<file path="src/rtl/catch_referee_if.sv">
// Signal bundle between the ball state machine, the referee and the score/display logic.
// The master side drives the ball-machine inputs; the slave side is the referee.
interface catch_referee_if;
  localparam int unsigned POS_W   = 16;
  localparam int unsigned COUNT_W = 8;
  localparam int unsigned DROPS_W = 4;

  logic               game_start;
  logic [1:0]         ball_state;
  logic [POS_W-1:0]   ball_x;
  logic [POS_W-1:0]   ball_y;
  logic               catch_event;
  logic               throw_event;

  logic [2:0]         ref_state;
  logic [COUNT_W-1:0] score;
  logic [COUNT_W-1:0] streak;
  logic [COUNT_W-1:0] best_streak;
  logic [DROPS_W-1:0] drops;
  logic [1:0]         last_thrower;
  logic               pass_event;
  logic               drop_event;
  logic               game_over;

  modport master (
    output game_start, ball_state, ball_x, ball_y, catch_event, throw_event,
    input  ref_state, score, streak, best_streak, drops, last_thrower,
           pass_event, drop_event, game_over
  );

  modport slave (
    input  game_start, ball_state, ball_x, ball_y, catch_event, throw_event,
    output ref_state, score, streak, best_streak, drops, last_thrower,
           pass_event, drop_event, game_over
  );
endinterface

</file>
<file path="src/rtl/catch_referee.sv">
// Game referee: scores passes between two gloves, detects drops and hold fouls,
// tracks streaks and ends the game after MAX_DROPS drops.
module catch_referee #(
  parameter int unsigned TICK_CYCLES      = 210938,
  parameter int unsigned FLOOR_MM         = 60,
  parameter int unsigned STALL_TICKS      = 16,
  parameter int unsigned MAX_FLIGHT_TICKS = 512,
  parameter int unsigned MAX_HOLD_TICKS   = 640,
  parameter int unsigned MAX_DROPS        = 3
) (
  input  logic            clk,
  input  logic            reset,
  catch_referee_if.slave  bus
);
  localparam int unsigned TICK_W   = $clog2(TICK_CYCLES + 1);
  localparam int unsigned HOLD_W   = $clog2(MAX_HOLD_TICKS + 1);
  localparam int unsigned FLIGHT_W = $clog2(MAX_FLIGHT_TICKS + 1);
  localparam int unsigned STALL_W  = $clog2(STALL_TICKS + 1);
  localparam int unsigned POS_W    = 16;
  localparam int unsigned CNT_W    = 8;
  localparam int unsigned DROPS_W  = 4;

  typedef enum logic [2:0] {
    S_IDLE      = 3'd0,
    S_WAIT_HOLD = 3'd1,
    S_HELD      = 3'd2,
    S_FLIGHT    = 3'd3,
    S_OVER      = 3'd4
  } state_e;

  state_e              state_q, state_d;
  logic [TICK_W-1:0]   tick_cnt_q, tick_cnt_d;
  logic [1:0]          prev_state_q, prev_state_d;
  logic [HOLD_W-1:0]   hold_cnt_q, hold_cnt_d;
  logic [FLIGHT_W-1:0] flight_cnt_q, flight_cnt_d;
  logic [STALL_W-1:0]  stall_cnt_q, stall_cnt_d;
  logic [POS_W-1:0]    pos_x_q, pos_x_d, pos_y_q, pos_y_d;
  logic [CNT_W-1:0]    score_q, score_d, streak_q, streak_d, best_q, best_d;
  logic [DROPS_W-1:0]  drops_q, drops_d;
  logic [1:0]          last_thrower_q, last_thrower_d;
  logic                pass_ev_q, pass_ev_d, drop_ev_q, drop_ev_d;
  logic                game_over_q, game_over_d;

  logic [1:0]          ball_eff;
  logic                tick, pass_hit, drop_hit;
  logic [FLIGHT_W-1:0] flight_nxt;
  logic [STALL_W-1:0]  stall_nxt;
  logic [CNT_W-1:0]    streak_nxt;

  always_comb begin
    state_d        = state_q;
    prev_state_d   = prev_state_q;
    hold_cnt_d     = hold_cnt_q;
    flight_cnt_d   = flight_cnt_q;
    stall_cnt_d    = stall_cnt_q;
    pos_x_d        = pos_x_q;
    pos_y_d        = pos_y_q;
    score_d        = score_q;
    streak_d       = streak_q;
    best_d         = best_q;
    drops_d        = drops_q;
    last_thrower_d = last_thrower_q;
    pass_ev_d      = 1'b0;
    drop_ev_d      = 1'b0;
    pass_hit       = 1'b0;
    drop_hit       = 1'b0;
    flight_nxt     = flight_cnt_q;
    stall_nxt      = stall_cnt_q;
    streak_nxt     = streak_q;

    // Invalid ball_state (3) behaves as "in air".
    ball_eff     = (bus.ball_state == 2'd3) ? 2'd0 : bus.ball_state;
    tick         = (tick_cnt_q == '0);
    tick_cnt_d   = tick ? TICK_W'(TICK_CYCLES - 1) : tick_cnt_q - TICK_W'(1);
    prev_state_d = ball_eff;

    case (state_q)
      S_IDLE, S_OVER: begin
        if (bus.game_start) begin
          score_d        = '0;
          streak_d       = '0;
          best_d         = '0;
          drops_d        = '0;
          last_thrower_d = '0;
          hold_cnt_d     = '0;
          flight_cnt_d   = '0;
          stall_cnt_d    = '0;
          state_d        = (ball_eff != 2'd0) ? S_HELD : S_WAIT_HOLD;
        end
      end
      S_WAIT_HOLD: begin
        if (ball_eff != 2'd0) begin
          state_d    = S_HELD;
          hold_cnt_d = '0;
        end
      end
      S_HELD: begin
        if (bus.throw_event) begin
          state_d        = S_FLIGHT;
          last_thrower_d = prev_state_q;
          flight_cnt_d   = '0;
          stall_cnt_d    = '0;
          pos_x_d        = bus.ball_x;
          pos_y_d        = bus.ball_y;
        end else if (tick) begin
          if (hold_cnt_q == HOLD_W'(MAX_HOLD_TICKS - 1)) begin
            hold_cnt_d = '0;
            drop_hit   = 1'b1;
          end else begin
            hold_cnt_d = hold_cnt_q + HOLD_W'(1);
          end
        end
      end
      S_FLIGHT: begin
        if (tick) begin
          flight_nxt = (flight_cnt_q == FLIGHT_W'(MAX_FLIGHT_TICKS)) ? flight_cnt_q
                                                                     : flight_cnt_q + FLIGHT_W'(1);
          if (bus.ball_x == pos_x_q && bus.ball_y == pos_y_q)
            stall_nxt = (stall_cnt_q == STALL_W'(STALL_TICKS)) ? stall_cnt_q
                                                               : stall_cnt_q + STALL_W'(1);
          else
            stall_nxt = '0;
          pos_x_d = bus.ball_x;
          pos_y_d = bus.ball_y;
        end
        flight_cnt_d = flight_nxt;
        stall_cnt_d  = stall_nxt;
        // A catch outranks every drop condition on the same cycle.
        if (bus.catch_event && ball_eff != 2'd0) begin
          state_d    = S_HELD;
          hold_cnt_d = '0;
          pass_hit   = (ball_eff != last_thrower_q);
        end else if (bus.ball_y < POS_W'(FLOOR_MM) ||
                     stall_nxt == STALL_W'(STALL_TICKS) ||
                     flight_nxt == FLIGHT_W'(MAX_FLIGHT_TICKS)) begin
          state_d  = S_WAIT_HOLD;
          drop_hit = 1'b1;
        end else if (ball_eff != 2'd0) begin
          state_d    = S_HELD;
          hold_cnt_d = '0;
        end
      end
      default: state_d = S_IDLE;
    endcase

    if (pass_hit) begin
      pass_ev_d  = 1'b1;
      score_d    = (score_q == '1) ? score_q : score_q + CNT_W'(1);
      streak_nxt = (streak_q == '1) ? streak_q : streak_q + CNT_W'(1);
      streak_d   = streak_nxt;
      best_d     = (streak_nxt > best_q) ? streak_nxt : best_q;
    end

    if (drop_hit) begin
      drop_ev_d = 1'b1;
      streak_d  = '0;
      drops_d   = (drops_q >= DROPS_W'(MAX_DROPS)) ? drops_q : drops_q + DROPS_W'(1);
      if (drops_d >= DROPS_W'(MAX_DROPS))
        state_d = S_OVER;
    end

    game_over_d = (state_d == S_OVER);
  end

  always_ff @(posedge clk) begin
    if (reset) begin
      state_q        <= S_IDLE;
      tick_cnt_q     <= TICK_W'(TICK_CYCLES - 1);
      prev_state_q   <= '0;
      hold_cnt_q     <= '0;
      flight_cnt_q   <= '0;
      stall_cnt_q    <= '0;
      pos_x_q        <= '0;
      pos_y_q        <= '0;
      score_q        <= '0;
      streak_q       <= '0;
      best_q         <= '0;
      drops_q        <= '0;
      last_thrower_q <= '0;
      pass_ev_q      <= 1'b0;
      drop_ev_q      <= 1'b0;
      game_over_q    <= 1'b0;
    end else begin
      state_q        <= state_d;
      tick_cnt_q     <= tick_cnt_d;
      prev_state_q   <= prev_state_d;
      hold_cnt_q     <= hold_cnt_d;
      flight_cnt_q   <= flight_cnt_d;
      stall_cnt_q    <= stall_cnt_d;
      pos_x_q        <= pos_x_d;
      pos_y_q        <= pos_y_d;
      score_q        <= score_d;
      streak_q       <= streak_d;
      best_q         <= best_d;
      drops_q        <= drops_d;
      last_thrower_q <= last_thrower_d;
      pass_ev_q      <= pass_ev_d;
      drop_ev_q      <= drop_ev_d;
      game_over_q    <= game_over_d;
    end
  end

  assign bus.ref_state    = state_q;
  assign bus.score        = score_q;
  assign bus.streak       = streak_q;
  assign bus.best_streak  = best_q;
  assign bus.drops        = drops_q;
  assign bus.last_thrower = last_thrower_q;
  assign bus.pass_event   = pass_ev_q;
  assign bus.drop_event   = drop_ev_q;
  assign bus.game_over    = game_over_q;
endmodule
</file>
<file path="src/flat_wrapper.sv">
// flat-port wrapper written by rule: the top's interface ports become plain ports
module catch_referee_flat 
#(
  parameter int unsigned TICK_CYCLES      = 210938,
  parameter int unsigned FLOOR_MM         = 60,
  parameter int unsigned STALL_TICKS      = 16,
  parameter int unsigned MAX_FLIGHT_TICKS = 512,
  parameter int unsigned MAX_HOLD_TICKS   = 640,
  parameter int unsigned MAX_DROPS        = 3
)
  (clk, reset, bus_game_start, bus_ball_state, bus_ball_x, bus_ball_y, bus_catch_event, bus_throw_event, bus_ref_state, bus_score, bus_streak, bus_best_streak, bus_drops, bus_last_thrower, bus_pass_event, bus_drop_event, bus_game_over);
  catch_referee_if bus_i ();
  input  logic clk;
  input  logic reset;
  input wire logic [$bits(bus_i.game_start)-1:0] bus_game_start;
  input wire logic [$bits(bus_i.ball_state)-1:0] bus_ball_state;
  input wire logic [$bits(bus_i.ball_x)-1:0] bus_ball_x;
  input wire logic [$bits(bus_i.ball_y)-1:0] bus_ball_y;
  input wire logic [$bits(bus_i.catch_event)-1:0] bus_catch_event;
  input wire logic [$bits(bus_i.throw_event)-1:0] bus_throw_event;
  output wire logic [$bits(bus_i.ref_state)-1:0] bus_ref_state;
  output wire logic [$bits(bus_i.score)-1:0] bus_score;
  output wire logic [$bits(bus_i.streak)-1:0] bus_streak;
  output wire logic [$bits(bus_i.best_streak)-1:0] bus_best_streak;
  output wire logic [$bits(bus_i.drops)-1:0] bus_drops;
  output wire logic [$bits(bus_i.last_thrower)-1:0] bus_last_thrower;
  output wire logic [$bits(bus_i.pass_event)-1:0] bus_pass_event;
  output wire logic [$bits(bus_i.drop_event)-1:0] bus_drop_event;
  output wire logic [$bits(bus_i.game_over)-1:0] bus_game_over;
  assign bus_i.game_start = bus_game_start;
  assign bus_i.ball_state = bus_ball_state;
  assign bus_i.ball_x = bus_ball_x;
  assign bus_i.ball_y = bus_ball_y;
  assign bus_i.catch_event = bus_catch_event;
  assign bus_i.throw_event = bus_throw_event;
  assign bus_ref_state = bus_i.ref_state;
  assign bus_score = bus_i.score;
  assign bus_streak = bus_i.streak;
  assign bus_best_streak = bus_i.best_streak;
  assign bus_drops = bus_i.drops;
  assign bus_last_thrower = bus_i.last_thrower;
  assign bus_pass_event = bus_i.pass_event;
  assign bus_drop_event = bus_i.drop_event;
  assign bus_game_over = bus_i.game_over;
  catch_referee #(.TICK_CYCLES(TICK_CYCLES), .FLOOR_MM(FLOOR_MM), .STALL_TICKS(STALL_TICKS), .MAX_FLIGHT_TICKS(MAX_FLIGHT_TICKS), .MAX_HOLD_TICKS(MAX_HOLD_TICKS), .MAX_DROPS(MAX_DROPS)) u_core (.clk(clk), .reset(reset), .bus(bus_i));
endmodule
</file>
<file path="config.mk">
export PLATFORM = sky130hd
export DESIGN_NAME = catch_referee_flat
export DESIGN_NICKNAME = d
export VERILOG_FILES = /design/src/rtl/catch_referee_if.sv /design/src/rtl/catch_referee.sv /design/src/flat_wrapper.sv
export SDC_FILE = /design/constraint.sdc
export NUM_CORES = 1
export LEC_CHECK = 0
export BUFFER_PORTS_ARGS = -buffer_cell sky130_fd_sc_hd__buf_2
export CAP_MARGIN = 10
export CORE_AREA = 2 2 155 81
export DETAILED_ROUTE_END_ITERATION = 16
export DIE_AREA = 0 0 157 83
export GPL_TIMING_DRIVEN = 0
export PLACE_DENSITY = 0.72
export SYNTH_ARGS = -nofsm -noshare
export SYNTH_HDL_FRONTEND = slang
export SYNTH_SLANG_ARGS = --single-unit
export TNS_END_PERCENT = 20
</file>
<file path="constraint.sdc">
create_clock -name clk -period 3.2 [get_ports clk]
set_clock_uncertainty 0.05 [all_clocks]
set_input_delay 0.64 -clock clk [delete_from_list [all_inputs] [get_ports clk]]
set_output_delay 0.64 -clock clk [all_outputs]
set_load 0.01 [all_outputs]
</file>
# Word level (Yosys, flattened, before mapping)
# Index checks and enable logic that the tools add are counted.
dict set report word_totals {
  reg_bits 113
  inputBits 39
  out_inout_bits 36
  wordCells 138
}
dict set report op_classes {
  reduce_logical 26
  n_lt_le_gt_ge 4
  n_mux 61
  add_sub_neg 7
  eq_ne 24
}
# operator n
set ops {}
lappend ops {{$mux W10} 11}
lappend ops {{$mux W16} 4}
lappend ops {{$mux W8} 8}
lappend ops {{$pmux W16 S2} 2}
lappend ops {{$pmux W10 S4} 1}
lappend ops {{$eq A16 B16 Y1} 2}
lappend ops {{$eq A10 B10 Y1 const B} 3}
lappend ops {{$mux W5} 6}
lappend ops {{$pmux W10 S3} 1}
lappend ops {{$mux W3} 7}
lappend ops {{$add A10 B1 Y10 const B} 2}
lappend ops {{$logic_not A18 Y1} 1}
lappend ops {{$sub A18 B1 Y18 const B} 1}
lappend ops {{$add A8 B1 Y8 const B} 2}
lappend ops {{$eq A8 B8 Y1 const B} 2}
lappend ops {{$lt A16 B6 Y1 const B} 1}
lappend ops {{$mux W4} 4}
lappend ops {{$pmux W5 S3} 1}
lappend ops {{$reduce_and A3 Y1} 5}
lappend ops {{$reduce_bool A2 Y1} 7}
lappend ops {{$pmux W3 S4} 1}
lappend ops {{$eq A5 B5 Y1 const B} 2}
lappend ops {{$ne A2 B2 Y1 const B} 5}
lappend ops {{$mux W1} 9}
lappend ops {{22 further kinds} 34}

# Logic depth before layout (Yosys ltp)
# Gate-level depths: netlist (run 1).
dict set report depth {
  depth_word 14
  ltp_mapped 16
  mapped_depth_nobuf 15
}

# Worst setup path before layout (run 1)
# OpenSTA, ideal clock, no wires.
dict set report synth_path {
  path_type {reg-to-reg}
  from {register u_core.streak_q[0], in the netlist u_core.bus.streak[0]}
  to {register u_core.best_q[3], in the netlist u_core.bus.best_streak[3]}
  setup_time_ps 62
  t_arrival_ps 3294
  stages_incl_launch_ff 17
  setup_slack_ps -206
  cell_sequence {dfxtp_1 ha_1 nand2_1 or3_1 clkbuf_1 mux2i_1 inv_1 ha_1 nor2b_1 o21a_1 o21a_1 o21a_1 o211ai_1 a21boi_0 o21ai_0 o2bb2ai_1 a32o_1}
}
dict set report synth_via {
  elab_chain_cells 5
  word_cells_on_any_way 8
  cone_classes {1 x add/sub; 1 x order compare; 2 x eq/ne; 3 x mux; 1 x reduce/logical}
}
# element line_no
set synth_lines {}
lappend synth_lines {{from (decl)} catch_referee.sv:38} ;# logic [CNT_W-1:0] score_q, score_d, streak_q, streak_d, best_q, best_d;
lappend synth_lines {{from (signal assigned)} catch_referee.sv:193} ;# streak_q <= streak_d;
lappend synth_lines {{$add A8 B1 Y8 or $eq A8 B8 Y1 (tied branches)} catch_referee.sv:149} ;# streak_nxt = (streak_q == '1) ? streak_q : streak_q + CNT_W'(1);
lappend synth_lines {{$mux W8 (*)} catch_referee.sv:149}
lappend synth_lines {{$gt A8 B8 Y1} catch_referee.sv:151} ;# best_d = (streak_nxt > best_q) ? streak_nxt : best_q;
lappend synth_lines {{$ne A2 B2 Y1 (no source line)} -}
lappend synth_lines {{$reduce_and A3 Y1 (no source line)} -}
lappend synth_lines {{to (signal assigned)} catch_referee.sv:194} ;# best_q <= best_d;
lappend synth_lines {{to (decl)} catch_referee.sv:38}
# Mark *: on every way between the ends. The rest lies on a longest branch, timed or not. The select of a mux whose other input is x is not followed.
# A chain may end at the register's enable or synchronous reset.

# Final worst setup path (run 1)
dict set report layout_path {
  from {register u_core.streak_q[1], in the netlist u_core.bus.streak[1]}
  to {register u_core.best_q[0], in the netlist u_core.bus.best_streak[0]}
}
# The elaborated chain is that of the path after synthesis.

==> results of run 1 <==
[path summary, 6_finish.rpt]
| check | start | endpoint | slack [ps] | depth (start not counted) |
|---|---|---|---|---|
| min reg2reg | u_core.tick_cnt_q[0] | u_core.tick_cnt_q[0] | 380 | 1 |
| min | u_core.tick_cnt_q[0] | u_core.tick_cnt_q[0] | 380 | 1 |
| max | u_core.bus.streak[1] | u_core.bus.best_streak[0] | -70 | 16 |
| max reg2reg | u_core.bus.streak[1] | u_core.bus.best_streak[0] | -70 | 16 |
[critical path: stages, from the launching register on]
cell      delay (ps)
dfxtp_4          380
ha_4             180
nand2_2           70
or3_4            430
buf_6            160
xnor2_4          180
ha_1             250
nor2b_4           50
o21a_1           170
o21a_1           160
o21a_1           170
o211ai_1         150
a21boi_1         100
o21ai_2          200
buf_4            160
a211o_4          190
o32ai_2           90
[through the flow]
step | setup TNS, ps | setup WS (ps) | cell area, um^2 | std cells
global route | -958 | -151 | 7700 | 1066
detailed placement | -4060 | -427 | 6710 | 1017
global placement | -2480 | -316 | 6710 | 1017
CTS | -39.2 | -32.8 | 7460 | 1055
floorplan | 0 | 3.83 | 6130 | 778
finish | -365 | -72.7 | 7700 | 1067
[cell families after synthesis]
kind of cell | share of synthesized area (%)
buf+inv | 3.90
compound gates | 16.0
mux | 2.48
fa+ha+maj | 4.10
simple gates | 27.5
xor+xnor | 8.90
flops | 37.1
[state kept, by name (all words and copies together) (netlist names), 3 cells and up]
register / flops
u_core.bus.ref_state: 3
u_core.bus.best_streak: 8
u_core.bus.score: 8
u_core.stall_cnt_q: 5
u_core.bus.streak: 8
u_core.pos_x_q: 16
u_core.hold_cnt_q: 10
u_core.pos_y_q: 16
u_core.flight_cnt_q: 10
u_core.tick_cnt_q: 18
u_core.bus.drops: 4
[layout make-up]
cell class              count  share of cell area, %
plain buffers              30                   1.58
clock buffers              18                   5.85
well taps                 165                   2.68
repair buffers             92                   6.66
clock inverters            14                   2.29
inverters                  29                   1.41
multi-input cells         605                   49.9
diodes                      1                 0.0325
flip-flops and latches    113                   29.6
[cells in the mapped netlist (all sizes together), types with 5 or more instances]
library cell  number  area, um^2
xnor2             46         403
o2bb2ai            7        61.3
mux2i             14         140
o21a               5        37.5
and3              15        93.8
buf                5        27.5
xor2              16         140
nand4             18         113
nand2            144         543
a31oi              9        56.3
clkbuf            27         101
a21oi             65         337
or3                6        37.5
dfxtp            113        2260
o21ai             36         180
inv               29         109
nand2b             7        43.8
or2                6        37.5
nor4              12         111
nor2              69         262
ha                20         250
nor3              27         145
nand3             25         125
[layer usage]
metal	track usage [%]	part of all wire [%]
met3	7.36	11
met4	7.01	1.3
met1	41.6	46
met5	0	0
met2	38.4	42
[power groups by stage]
stage / Clock, mW / Combinational (mW) / Sequential (mW)
floorplan: 0 / 0.232 / 1.50
global placement: 0 / 0.350 / 1.51
detailed placement: 0 / 0.357 / 1.51
CTS: 2.02 / 0.367 / 1.48
global route: 2.09 / 0.415 / 1.48
finish: 2.02 / 0.380 / 1.48
[repair_timing]
| item | in CTS | in global routing |
|---|---|---|
| gates resized for setup | 17 | 29 |
| pin swaps | 7 | 16 |
| setup endpoints to repair | 29 | 33 |
| buffers inserted | 7 | 11 |
| cloned | 0 | 1 |
| hold buffers | 0 | 0 |
==> summary.md, run 1 <==
| Metric | Value |
|---|---|
| TritonCTS buffer count | `17` |
| Sequential cell area in the final layout | `between 2000 and 2500 um^2` |
| Synth async-reset ratio | `0%` |
| Part of the cycle the worst path needs | `102%` |
| Required time at the endpoint of the critical path | `3440 ps` |
| Critical path class | `flip-flop to flip-flop` |
| Worst Setup End Kind | `flip-flop` |
| Gate count of the mapped netlist | `between 700 and 800` |
| WL per Instance | `17.3 um` |
| Die Span Y | `~83 um` |
| Clock latency on the worst-skew pair | `between 400 and 500 ps` |
| Share of layout cells above drive strength 1 | `between 20% and 30%` |
| Maximum resistive drop on vdd | `~0.31 mV` |
| Internal power | `between 2 and 3 mW` |
| CTS Root Cell | `clkbuf_16` |
| Total power consumption of the routed design | `3.88 mW` |
| Sequential-to-total area share from yosys stat | `a little under two fifths` |
| Upper clock frequency limit | `306 MHz` |
| Die Outline Area | `~13,000 um^2` |
| Remaining antenna violation count | `0` |
| Static leakage | `about 3 nW` |
| Crit path arrival time | `~3500 ps` |
| Number of primary I/O pins | `75` |
| Initial antenna violation count | `1` |
| Avg Inst Size Synth | `7.84 um^2` |
| Utilization after layout | `approximately 66%` |
| Violated checks | `setup timing` |
| Total Routing Usage GR | `between 20% and 30%` |
| Largest net degree at the start of global routing | `17` |
| RD Place Congestion | `0.941` |
| Post-layout nets | `~950` |
| Final setup slack of the worst path | `-72.7 ps` |
| Endpoints failing setup | `8` |
| Number of hold violations in the final report | `0` |
| Run status | `finished, violations left` |
| Area of combinational cells with multiple inputs | `3850 um^2` |
| Synth warnings | `0` |
| Total of flip-flops plus latches after synthesis | `around 110` |
| Path category of the worst min-delay check | `flip-flop to flip-flop` |
| Clock Pin Slew Worst Setup and Hold Paths | `roughly 60 ps` |
| Global route total overflow | `0` |
| TritonCTS clock tree | `built` |
| Most frequent standard cell in the layout excluding fill and tap cells | `nand2_1` |
| Via-to-Cell Ratio | `5.85` |
| Detailed-placement wirelength estimate | `12.7 mm` |
| CP max FO | `7` |
| Unique masters post-synth | `68` |
| Maximum buffer depth of the clock tree | `2` |
| Number of violations of the max-capacitance limit | `0` |
| Power density of the placed cells | `503 nW/um^2` |
| Number of DRC markers after the initial detailed-route iteration | `around 640` |
| Share of power burned in the clock network | `between 50% and 60%` |
| Combinational Power Share | `9.8%` |
| H-tree depth | `4` |
| Post-Synthesis Net Count | `roughly 840` |
| Number of search-and-repair iterations in the first detailed-routing pass | `5` |
| Syn-to-layout area delta | `26.3%` |
| Transition time of the tightest slew-check pin | `~1000 ps` |
| Leading cell types in the layout, fill and taps excluded | `140 x nand2_1, 108 x dfxtp_1, 75 x buf_2` |
| Min Clock Period, post-route | `between 3000 and 4000 ps` |
| Width of the chip | `157 um` |
| Switching portion of total power | `roughly a quarter` |
| Via count of the routed design | `about 6,200` |
| Post-synth EDFFs | `0` |
| Seq pwr share | `between 30% and 40%` |
| Main flop type after synthesis | `dfxtp_1` |
| Vias in the first global route | `5,730` |
| Worst-case headroom to the max-slew limit | `between 30% and 40%` |
| Number of port buffers | `between 70 and 80` |
| Switch Pwr | `just over 1 mW` |
| Number of filler cells placed in the layout | `~940` |
| Setup repair after global routing missed its margin | `yes` |
| Final wirelength | `about 18 mm` |
| Starting density of the core | `between 50 and 60%` |
| Type of origin of the critical path | `flip-flop` |
| Num rows | `28` |
| Number of max-slew violations in the final report | `0` |
| Post-Route Hold Slack | `approximately 380 ps` |
| First-pass GRT wire length | `approximately 29 mm` |
| Post-route DRC | `0` |
| Sinks on Clock Net | `approximately 110` |
| Synthesized area | `roughly 6100 um^2` |
| Area of the placeable core | `11,600 um^2` |
Power figures use the tool's default switching activity.
==> run 2: changes to the inputs <==
- SKIP_CTS_REPAIR_TIMING: not set -> 1
==> summary.md, run 2 (synthesized netlist as in run 1, its figures left out) <==
| Metric | Value |
|---|---|
| Endpoints failing setup | `8 (unchanged)` |
| Number of primary I/O pins | `75 (unchanged)` |
| Post-Route Hold Slack | `376 ps (+0.465 ps)` |
| Global route total overflow | `0 (unchanged)` |
| CTS Root Cell | `clkbuf_16` |
| Cell area after placement | `6710 um^2 (unchanged)` |
| Syn-to-layout area delta | `26.0%` |
| Number of hold violations in the final report | `0 (unchanged)` |
| Final wirelength | `18.2 mm (-1.7%)` |
| Transition time of the tightest slew-check pin | `1020 ps (-7.76 ps)` |
| Number of violations of the max-capacitance limit | `0 (unchanged)` |
| Via-to-Cell Ratio | `5.89 (+0.83%)` |
| Post-route DRC | `0 (unchanged)` |
| Required time at the endpoint of the critical path | `3430 ps (about the same)` |
| Switch Pwr | `1.03 mW (about the same)` |
| Width of the chip | `157 um (unchanged)` |
| Area of the placeable core | `11,600 um^2 (unchanged)` |
| Largest registers in the final layout | `u_core.tick_cnt_q x18, u_core.pos_x_q x16, u_core.pos_y_q x16` |
| Final total negative setup slack | `-713 ps (-348 ps)` |
| Number of DRC markers after the initial detailed-route iteration | `598 (-7.1%)` |
| Number of search-and-repair iterations in the first detailed-routing pass | `5 (unchanged)` |
| Share of layout cells above drive strength 1 | `19.9% (-0.55 points)` |
| Starting density of the core | `52.6% (unchanged)` |
| Via count of the routed design | `6,284 (+0.74%)` |
| Remaining antenna violation count | `0 (unchanged)` |
| Most frequent standard cell in the layout excluding fill and tap cells | `nand2_1` |
| Post-placement cell count | `1,017 (unchanged)` |
| Clock latency on the worst-skew pair | `420 ps (about the same)` |
| Crit path arrival time | `3550 ps (+40 ps)` |
| Maximum buffer depth of the clock tree | `2 (unchanged)` |
| Critical path class | `flip-flop to flip-flop` |
| Sequential cell area in the final layout | `2280 um^2 (+0.11%)` |
| Upper clock frequency limit | `302 MHz (-1.3%)` |
| Final standard cell area without fillers | `7690 um^2 (-0.23%)` |
| CP max FO | `7 (unchanged)` |
| Number of max-slew violations in the final report | `0 (unchanged)` |
| Final setup slack of the worst path | `-115 ps (-42.4 ps)` |
| Seq pwr share | `38.1% (about the same)` |
| Static leakage | `2.97 nW (+0.45%)` |
| Maximum resistive drop on vdd | `0.300 mV (-1.7%)` |
| Number of port buffers | `74 (unchanged)` |
| Leading cell types in the layout, fill and taps excluded | `141 x nand2_1, 108 x dfxtp_1, 75 x buf_2` |
| Clock Pin Slew Worst Setup and Hold Paths | `60 ps (about the same)` |
| Type of origin of the critical path | `flip-flop` |
| Area of combinational cells with multiple inputs | `3830 um^2 (-0.46%)` |
| WL per Instance | `17.1 um (-1.6%)` |
| Die Span Y | `83 um (unchanged)` |
| Utilization after layout | `66.3% (-0.15 points)` |
| Minimum setup slack after placement | `-427 ps (unchanged)` |
| Power density of the placed cells | `504 nW/um^2 (+0.19%)` |
| Min Clock Period, post-route | `3320 ps (+42.4 ps)` |
| Max FFs per register | `18 (unchanged)` |
| Setup repair after global routing missed its margin | `yes` |
| Num rows | `28 (unchanged)` |
| Sinks on Clock Net | `113 (unchanged)` |
| Largest net degree at the start of global routing | `17 (unchanged)` |
| Post-layout nets | `947 (unchanged)` |
| H-tree depth | `4 (unchanged)` |
| Worst-case headroom to the max-slew limit | `31.5% (+0.52 points)` |
| Detailed-placement wirelength estimate | `12.7 mm (unchanged)` |
| RD Place Congestion | `0.941 (unchanged)` |
| Ant. Diodes | `0 (-1)` |
| TritonCTS buffer count | `17 (unchanged)` |
| Part of the cycle the worst path needs | `104% (+1.3 points)` |
| Switching portion of total power | `26.5% (about the same)` |
| Path category of the worst min-delay check | `flip-flop to flip-flop` |
| Total power consumption of the routed design | `3.88 mW (about the same)` |
| Share of power burned in the clock network | `52.1% (about the same)` |
| Total Routing Usage GR | `27.2% (-0.34 points)` |
| TritonCTS clock tree | `built` |
| Run status | `finished, violations left` |
| Initial antenna violation count | `1 (unchanged)` |
| Internal power | `2.85 mW (about the same)` |
| Violated checks | `setup timing` |
| Vias in the first global route | `5,673 (-0.99%)` |
| Worst Setup End Kind | `flip-flop` |
| First-pass GRT wire length | `28.3 mm (-1.1%)` |
| Number of filler cells placed in the layout | `939 (+0.21%)` |
| Combinational Power Share | `9.8% (about the same)` |
| Largest register by flop count | `u_core.tick_cnt_q` |
| Die Outline Area | `13,000 um^2 (unchanged)` |
| Final Instance Count excl. Fillers | `1,066 (-0.094%)` |
-- run 2: cell count changes in the layout (fill, tap and decap cells not counted), sizes merged --
| cell | change |
|---|---|
| a21oi | -1 |
| diode | -1 |
| buf | +1 |
-- run 2: final timing paths --
path	from	end	slack, ps	cells past startpoint
worst max register to register	u_core.bus.streak[3]	u_core.bus.best_streak[0]	-120	16
worst max-delay path	u_core.bus.streak[3]	u_core.bus.best_streak[0]	-120	16
worst min-delay path	u_core.tick_cnt_q[0]	u_core.tick_cnt_q[0]	380	1
worst min register to register	u_core.tick_cnt_q[0]	u_core.tick_cnt_q[0]	380	1
-- run 2: layout make-up --
| cell class | count | share of cell area (%) |
|---|---|---|
| plain buffers | 30 | 1.58 |
| clock buffers | 18 | 5.86 |
| clock inverters | 14 | 2.29 |
| inverters | 29 | 1.42 |
| multi-input cells | 604 | 49.8 |
| flip-flops and latches | 113 | 29.7 |
| well taps | 165 | 2.69 |
| repair buffers | 93 | 6.67 |
-- run 2: power groups by stage --
stage / Clock, mW / Combinational [mW] / Sequential (mW)
final: 2.02 / 0.380 / 1.48
after global routing: 2.09 / 0.414 / 1.48
after CTS: 2.02 / 0.363 / 1.48
after detailed placement: 0 / 0.357 / 1.51
after global placement: 0 / 0.350 / 1.51
after floorplan: 0 / 0.232 / 1.50
-- run 2: per-layer routing --
layer | track usage (%) | vias to the layer above | wire, um
met5 | 0 | - | 0
met4 | 7.34 | 0 | 191
met3 | 7.05 | 27 | 1960
met2 | 37.8 | 353 | 7650
met1 | 41.2 | 2963 | 8380
li1 | - | 2941 | -
-- run 2: critical path: stages, from the launching register on --
cell and delay, ps:
dfxtp_4 370, and3_4 200, nand2_4 50, or3_4 430
mux2i_4 230, inv_2 60, ha_4 220, nor2b_4 120
o21a_1 180, o21a_1 170, o21a_1 170, o211ai_1 160
a21boi_1 100, o21ai_2 220, buf_4 160, a211o_4 190
o32ai_2 100
